--- src/rtl/gshare_bp.sv ---
// gshare_bp: global-history conditional-branch predictor with init sweep and bypassed registered prediction.
// Define GSHARE_BP_HIST_EN for gshare indexing; without it the block is a plain bimodal predictor.
module gshare_bp #(
  parameter int unsigned VLEN            = 32,
  parameter int unsigned INSTR_PER_FETCH = 2,
  parameter int unsigned NR_ENTRIES      = 1024,
  parameter int unsigned HIST_LEN        = 8,
  parameter int unsigned CTR_BITS        = 2
) (
  input  logic                                            clk_i,
  input  logic                                            rst_i,
  input  logic                                            flush_bp_i,
  input  logic                                            debug_mode_i,
  input  logic [VLEN-1:0]                                 vpc_i,
  input  logic                                            update_valid_i,
  input  logic [VLEN-1:0]                                 update_pc_i,
  input  logic                                            update_taken_i,
  input  logic [$clog2(NR_ENTRIES/INSTR_PER_FETCH)-1:0]   update_index_i,
  output logic [INSTR_PER_FETCH-1:0]                      pred_valid_o,
  output logic [INSTR_PER_FETCH-1:0]                      pred_taken_o,
  output logic [$clog2(NR_ENTRIES/INSTR_PER_FETCH)-1:0]   pred_index_o,
  output logic                                            init_done_o
);
  localparam int unsigned NR_ROWS   = NR_ENTRIES / INSTR_PER_FETCH;
  localparam int unsigned ROW_BITS  = $clog2(NR_ROWS);
  localparam int unsigned BANK_BITS = $clog2(INSTR_PER_FETCH);
  localparam int unsigned BANK_W    = (BANK_BITS == 0) ? 1 : BANK_BITS;
  localparam int unsigned ROW_LSB   = BANK_BITS + 1;
  localparam logic [CTR_BITS-1:0] CTR_INIT = CTR_BITS'((1 << (CTR_BITS - 1)) - 1);
  localparam logic [CTR_BITS-1:0] CTR_MAX  = '1;

  typedef enum logic {ST_INIT, ST_RUN} state_e;

  state_e                      state_q, state_d;
  logic [ROW_BITS-1:0]         cnt_q, cnt_d;
  logic [CTR_BITS-1:0]         table_q [NR_ROWS][INSTR_PER_FETCH];
  logic                        upd_accept;
  logic [ROW_BITS-1:0]         upd_row;
  logic [BANK_W-1:0]           upd_bank;
  logic [CTR_BITS-1:0]         upd_old, upd_new;
  logic [ROW_BITS-1:0]         hfold;
  logic [ROW_BITS-1:0]         pred_row;
  logic [INSTR_PER_FETCH-1:0]  pred_taken_c;
  logic [INSTR_PER_FETCH-1:0]  pred_valid_q, pred_taken_q;
  logic [ROW_BITS-1:0]         pred_index_q;
  logic                        init_done_q;
  logic                        unused_bits;

  assign unused_bits = ^{vpc_i, update_pc_i};

`ifdef GSHARE_BP_HIST_EN
  localparam int unsigned NR_CHUNKS = (HIST_LEN + ROW_BITS - 1) / ROW_BITS;

  logic [HIST_LEN-1:0]           ghr_q;
  logic [NR_CHUNKS*ROW_BITS-1:0] ghr_ext;

  // Fold the zero-extended history into one row-wide hash
  always_comb begin
    ghr_ext = (NR_CHUNKS*ROW_BITS)'(ghr_q);
    hfold   = '0;
    for (int unsigned i = 0; i < NR_CHUNKS; i++) begin
      hfold = hfold ^ ghr_ext[i*ROW_BITS +: ROW_BITS];
    end
  end

  always_ff @(posedge clk_i) begin
    if (rst_i || flush_bp_i) begin
      ghr_q <= '0;
    end else if (upd_accept) begin
      ghr_q <= HIST_LEN'({ghr_q, update_taken_i});
    end
  end
`else
  assign hfold = '0;
`endif

  // Sweep/run control; flush overrides everything and drops the update
  always_comb begin
    state_d    = state_q;
    cnt_d      = cnt_q;
    upd_accept = 1'b0;
    unique case (state_q)
      ST_INIT: begin
        cnt_d = cnt_q + ROW_BITS'(1);
        if (cnt_q == ROW_BITS'(NR_ROWS - 1)) state_d = ST_RUN;
      end
      ST_RUN:  upd_accept = update_valid_i && !debug_mode_i;
      default: state_d = ST_INIT;
    endcase
    if (flush_bp_i) begin
      state_d    = ST_INIT;
      cnt_d      = '0;
      upd_accept = 1'b0;
    end
  end

  // Saturating counter update and prediction read with write-through bypass
  always_comb begin
    upd_row  = update_index_i;
    upd_bank = BANK_W'((update_pc_i >> 1) & VLEN'(INSTR_PER_FETCH - 1));
    upd_old  = table_q[upd_row][upd_bank];
    if (update_taken_i) begin
      upd_new = (upd_old == CTR_MAX) ? upd_old : upd_old + CTR_BITS'(1);
    end else begin
      upd_new = (upd_old == '0) ? upd_old : upd_old - CTR_BITS'(1);
    end
    pred_row     = vpc_i[ROW_LSB +: ROW_BITS] ^ hfold;
    pred_taken_c = '0;
    for (int unsigned b = 0; b < INSTR_PER_FETCH; b++) begin
      if (upd_accept && upd_row == pred_row && upd_bank == BANK_W'(b)) begin
        pred_taken_c[b] = upd_new[CTR_BITS-1];
      end else begin
        pred_taken_c[b] = table_q[pred_row][b][CTR_BITS-1];
      end
    end
  end

  always_ff @(posedge clk_i) begin
    if (rst_i) begin
      state_q      <= ST_INIT;
      cnt_q        <= '0;
      pred_valid_q <= '0;
      pred_taken_q <= '0;
      pred_index_q <= '0;
      init_done_q  <= 1'b0;
    end else begin
      state_q <= state_d;
      cnt_q   <= cnt_d;
      if (state_q == ST_RUN && !flush_bp_i) begin
        pred_valid_q <= '1;
        pred_taken_q <= pred_taken_c;
        pred_index_q <= pred_row;
        init_done_q  <= 1'b1;
      end else begin
        pred_valid_q <= '0;
        pred_taken_q <= '0;
        pred_index_q <= '0;
        init_done_q  <= 1'b0;
      end
    end
  end

  // Counter storage: whole-row writes during the sweep, single-entry writes in run
  always_ff @(posedge clk_i) begin
    if (state_q == ST_INIT) begin
      for (int unsigned b = 0; b < INSTR_PER_FETCH; b++) begin
        table_q[cnt_q][b] <= CTR_INIT;
      end
    end else if (upd_accept) begin
      table_q[upd_row][upd_bank] <= upd_new;
    end
  end

  assign pred_valid_o = pred_valid_q;
  assign pred_taken_o = pred_taken_q;
  assign pred_index_o = pred_index_q;
  assign init_done_o  = init_done_q;
endmodule

--- config.mk ---
export PLATFORM = sky130hd
export DESIGN_NAME = gshare_bp
export DESIGN_NICKNAME = d
export VERILOG_FILES = /design/src/rtl/gshare_bp.sv
export SDC_FILE = /design/constraint.sdc
export NUM_CORES = 2
export LEC_CHECK = 0
export CAP_MARGIN = 20
export CORE_MARGIN = 2
export CORE_UTILIZATION = 55
export CTS_CLUSTER_DIAMETER = 50
export DETAILED_ROUTE_END_ITERATION = 8
export PLACE_DENSITY = 0.74
export SYNTH_ARGS = -nofsm -noshare
export SYNTH_HDL_FRONTEND = slang
export SYNTH_SLANG_ARGS = --single-unit
--- constraint.sdc ---
create_clock -name clk_i -period 56.8 [get_ports clk_i]
set_clock_uncertainty 0.2 [all_clocks]
set_input_delay 8.52 -clock clk_i [delete_from_list [all_inputs] [get_ports clk_i]]
set_output_delay 8.52 -clock clk_i [all_outputs]
set_load 0.1 [all_outputs]
Word-level counts from Yosys, hierarchy flattened
Memory sizes are Yosys's and may differ from the RTL's.
Index checks and enable logic that the tools add are counted.
- bitwise operators: 3
- magnitude comparators: 2
- add/subtract/negate cells: 3
- eq/ne operators: 3
- multiplexer cells: 23
- reductions and logical operators: 12
- operator list (kind ; number):
    $mux 2 ; 8
    $mux 4 ; 3
    $mux 1 ; 10
    $add 9x1->9 const B ; 1
    $eq 9x9->1 ; 1
    $eq 9x9->1 const B ; 1
    $mux 9 ; 1
    $logic_and 1x1->1 ; 6
    $reduce_or 2->1 ; 2
    $reduce_or 4->1 ; 1
    $add 2x1->2 const B ; 1
    $demux 2 s1 ; 1
    $eq 2x2->1 const B ; 1
    $ge 2x2->1 const B ; 1
    $logic_not 1->1 ; 2
    $logic_not 2->1 ; 1
    $lt 2x1->1 const B ; 1
    $not 1->1 ; 2
    $not 1->2 ; 1
    $sub 2x1->2 const B ; 1
- register bits after elaboration: 24
- memory bits (writable): 2048
- output and inout port bits: 14
- bits of input ports: 79
- word-level logic and storage cells: 53
- memories kept: 1
- memory list (name ; words ; width ; rd ports ; clocked after Yosys merged registers in ; write ports ; RTL line ; text):
    table_q ; 512 ; 4 ; 2 ; 0 ; 1 ; 36 ; logic [CTR_BITS-1:0] table_q [NR_ROWS][INSTR_PER_FETCH];

Longest topological paths before layout
- word-level depth: 9
- mapped depth: 16
- depth with buffers taken out: 9

Least setup slack after synthesis
Ideal clock, no wire load.
- kind: input-to-reg
- from: input port update_index_i[0]
- to: memory table_q[0][1] in the netlist's numbering (data pin)
- library setup time: 7.762 ns
- path buffers: 6
- slack: -0.190 ns
- required time: 48.838 ns
- cell stages on the path: 14
- arrival: 49.028 ns
- cells stage by stage: buf_6 buf_12 buf_12 buf_12 buf_12 buf_8 nand3b_1 o22ai_1 nor3_1 or4_1 o221ai_1 a311o_1 a21oi_2 nor3_1
- word-level cells in the longest chain between the ends: 8
- elaborated cells on any way between the ends: 12
- those cells by class: 2 x add/sub; 1 x eq/ne; 7 x mux; 1 x reduce/logical; 1 x memory
- ends and longest elaborated chain (element ; RTL line ; text):
    from (decl) ; 18 ; input logic [$clog2(NR_ENTRIES/INSTR_PER_FETCH)-1:0] update_index_i,
    $mem_v2 512x4 * ; n/a ;
    $mux 2 (implied by the code) * (3 in a row) ; 101 ; upd_old = table_q[upd_row][upd_bank];
    $sub 2x1->2, or another cell as far along ; 105 ; upd_new = (upd_old == '0) ? upd_old : upd_old - CTR_BITS'(1);
    $mux 2 (on tied branches) ; 105, 103 ;
    $mux 2 * ; 102 ; if (update_taken_i) begin
    $mux 4 (no source line) * ; n/a ;
    to (decl) ; 36 ;
Mark *: on every way between the ends. The rest lies on a longest branch, timed or not. The select of a mux whose other input is x is not followed.

Worst setup path after layout
- from: input port update_index_i[2]
- to: memory table_q[439][1] in the netlist's numbering (data pin)
The elaborated chain is that of the path after synthesis.

==> impl_metrics.toml <==
[status]
status = "finished clean"

[global_routing]
grt_pass1_vias = 53570
gr-total-overflow = 0
grt_max_degree = 291
grt.total_usage_pct = 31.43
antenna_found_initial = 15
grt_pass1_wl_um = 387200

[setup_path]
cp-start-kind = "input port"
reg2reg_from = "table_q[185][2]$_DFFE_PP_"
r2r-end = "table_q[424][2]$_DFFE_PP_"
cp_common_cell = "buf_4"
cp_slowest_cell = "buf_4"
worstSetupPathType = "input port to flip-flop"
cp-startpoint = "update_index_i[2]"
slowest_delay_ns = 0.90
rr_worst_depth = 11
crit_path_max_fanout = 282
path_cells = "buf_8, buf_4, buf_4, buf_4, mux4_2, mux2i_1, o311ai_0, o21ai_0, o2bb2ai_1, a311o_1, a21oi_2, nor3_4, buf_12, buf_4"
rrSetupSlack_ns = 50.92
critPathArrivalTime_ns = 16.01
critPathCaptureType = "flip-flop"
cp.required_ns = 57.10
crit_end = "table_q[439][1]$_DFFE_PP_"

[floorplanning]
start_util_pct = 55.20
core_area_um2 = 168900
die_h_um = 415.7
rows = 151
die_w_um = 415.7
io_pins = 93
dieArea_um2 = 172800

[clocking]
clkSinkCount = 2070
path_clk_slew_ns = 0.06
insertion_delay_ns = 0.91
htree_levels = 4
cts_made_buffers = 208
post_cts_resized = 0
cts_buffer_depth = 3
hold_buffers = 0
post_cts_buffers = 0
cts_root_buffer = "clkbuf_16"
cts_tree = "built"

[timing]
finalCritPeriodShare_pct = 27.66
layout_min_cycle_time_ns = 15.71
setup_viol = 0
grt_setup_unrepaired = "false"
hold_violations = 0
setup_ws_ns = 41.09
drv_slew = 0
tightest_slew_ns = 1.408
fmax_mhz = 63.65
setup_tns_ns = 0
whs_ns = 0.3963
maxSlewHeadroom_pct = 6.126

[worst_hold_path]
hp-start = "cnt_q[8]$_SDFFE_PP0N_"
worstHoldPathType = "flip-flop to flip-flop"

[yosys]
synthFlopType = "edfxtp_1"
synth_top_area_share_pct = 65.96
ys_ff_latch = 2070
synthArstFlopShare_pct = 0
synth_area_um2 = 93240
synthTopCellsByArea = "edfxtp_1, mux4_2, nor2_1, mux2i_1, mux4_1"
syn_area_per_cell_um2 = 17.60
synth.distinct_cells = 87
netlist_instances = 5298
synth_largest_area_cell = "edfxtp_1"
synth_edf_count = 2048
yosys_warnings = 0
synthesis.nets = 5379
seq_area_frac_synth_pct = 66.43

[final_layout]
fin_util_pct = 60.64
fillerInstances = 11960
stdcell_area_um2 = 102400
nets = 5303
final_cells = 7630
areaGrowthSynthToFinish_pct = 9.854
drive_gt1_share_pct = 24.39

[routing]
drc = 0
wl_um = 272000
drt-pass1-iter-count = 8
viasPerCell = 7.167
final_antenna_net_count = 0
wl_per_cell_um = 35.65
num_vias = 54680
drt_iter0_markers = 8971

[place]
dp.cells = 7218
dpl_worst_slack_ns = 40.31
dp_hpwl_um = 157000
portBuffers = 38
gp_congestion = 0.9579
placed_cell_area_um2 = 95000

[power_and_ir_drop]
finalPower_mw = 3.204
p_leak_nw = 31.21
p_per_area_nw_per_um2 = 31.28
ir_worst_vdd_mv = 0.02972

[run]
maxCapViolations = 0
==> area by class of cell <==
type                            count  area, um2  area share (%)
Sequential cell                  2070      61940           60.47
Multi-Input combinational cell   2750      28760           28.08
Clock buffer                      244       5393           5.265
Tap cell                         2218       2775           2.709
Timing Repair Buffer              187       1784           1.742
Clock inverter                    148       1739           1.698
Inverter                            5      21.27         0.02077
Antenna cell                        8      20.02         0.01954
==> cell families after synthesis <==
family,Yosys count,synth area share (%)
and+or+nand+nor,1419,6.226
DFF,2070,66.43
AOI/OAI and AO/OA,340,2.665
adders and majority gates,2,0.02683
xor gates and xnor gates,16,0.1503
buffers and inverters,478,3.011
muxes,973,21.49
==> worst max-delay path, delay by kind of cell <==
kind / cells / cell delay (ns)
mux: 2 / 0.43
simple gates: 1 / 0.24
buf+inv: 6 / 4.36
compound gates: 5 / 1.96
==> state kept, by name, summed over array words and instances, names as in the netlist <==
name,cells
table_q,2048
state_q,1
pred_index_o,9
cnt_q,9
pred_taken_o,2
pred_valid_o,1
==> cell usage in the layout, fill, tap and decap left out, types with 31 or more instances in the layout <==
master / count
clkbuf_1: 33
a21oi_1: 31
clkinv_1: 31
mux4_2: 751
a22oi_1: 82
mux4_1: 51
buf_4: 132
nand2_1: 126
edfxtp_1: 2048
a221oi_1: 49
mux2i_1: 157
clkbuf_16: 210
nor2_1: 1082
o21ai_0: 47
clkinv_2: 44
==> cell usage after synthesis (all sizes together) (10+ instances only) <==
cell type  instances
a211oi            13
a21oi             32
a221oi            51
a22o              12
a22oi             82
a41oi             13
and3              13
buf              182
clkbuf           290
dfxtp             22
edfxtp          2048
mux2              10
mux2i            157
mux4             806
nand2            156
nand2b            11
nand3             23
nand4             16
nor2            1084
nor2b             28
nor3              21
o211ai            10
o21ai             55
o22ai             21
==> metal layers <==
metal  track usage, %  share of wire [%]  up-vias
met5                0              0.024        -
met4            15.46                5.8       10
met3            8.387                 13      782
met2            47.95                 46     4404
met1            42.37                 34    28230
li1                 -                  -    21260
==> how the worst min path moves through the flow <==
| stage | to | slack [ns] | depth (start not counted) |
|---|---|---|---|
| floorplan | cnt_q[8]$_SDFFE_PP0N_ | 0.29 | 2 |
| global placement | cnt_q[8]$_SDFFE_PP0N_ | 0.34 | 2 |
| detailed placement | cnt_q[8]$_SDFFE_PP0N_ | 0.38 | 2 |
| CTS | cnt_q[8]$_SDFFE_PP0N_ | 0.39 | 2 |
| global route | cnt_q[0]$_SDFFE_PP0N_ | 0.44 | 2 |
| finish | cnt_q[8]$_SDFFE_PP0N_ | 0.40 | 2 |
==> power by group <==
group,switching (mW),internal (mW),total (mW)
Sequential,0.000271,1.65,1.65
Combinational,0.0885,0.0417,0.130
Clock,0.621,0.800,1.42
No activity file was read; power rests on OpenSTA's default activity.
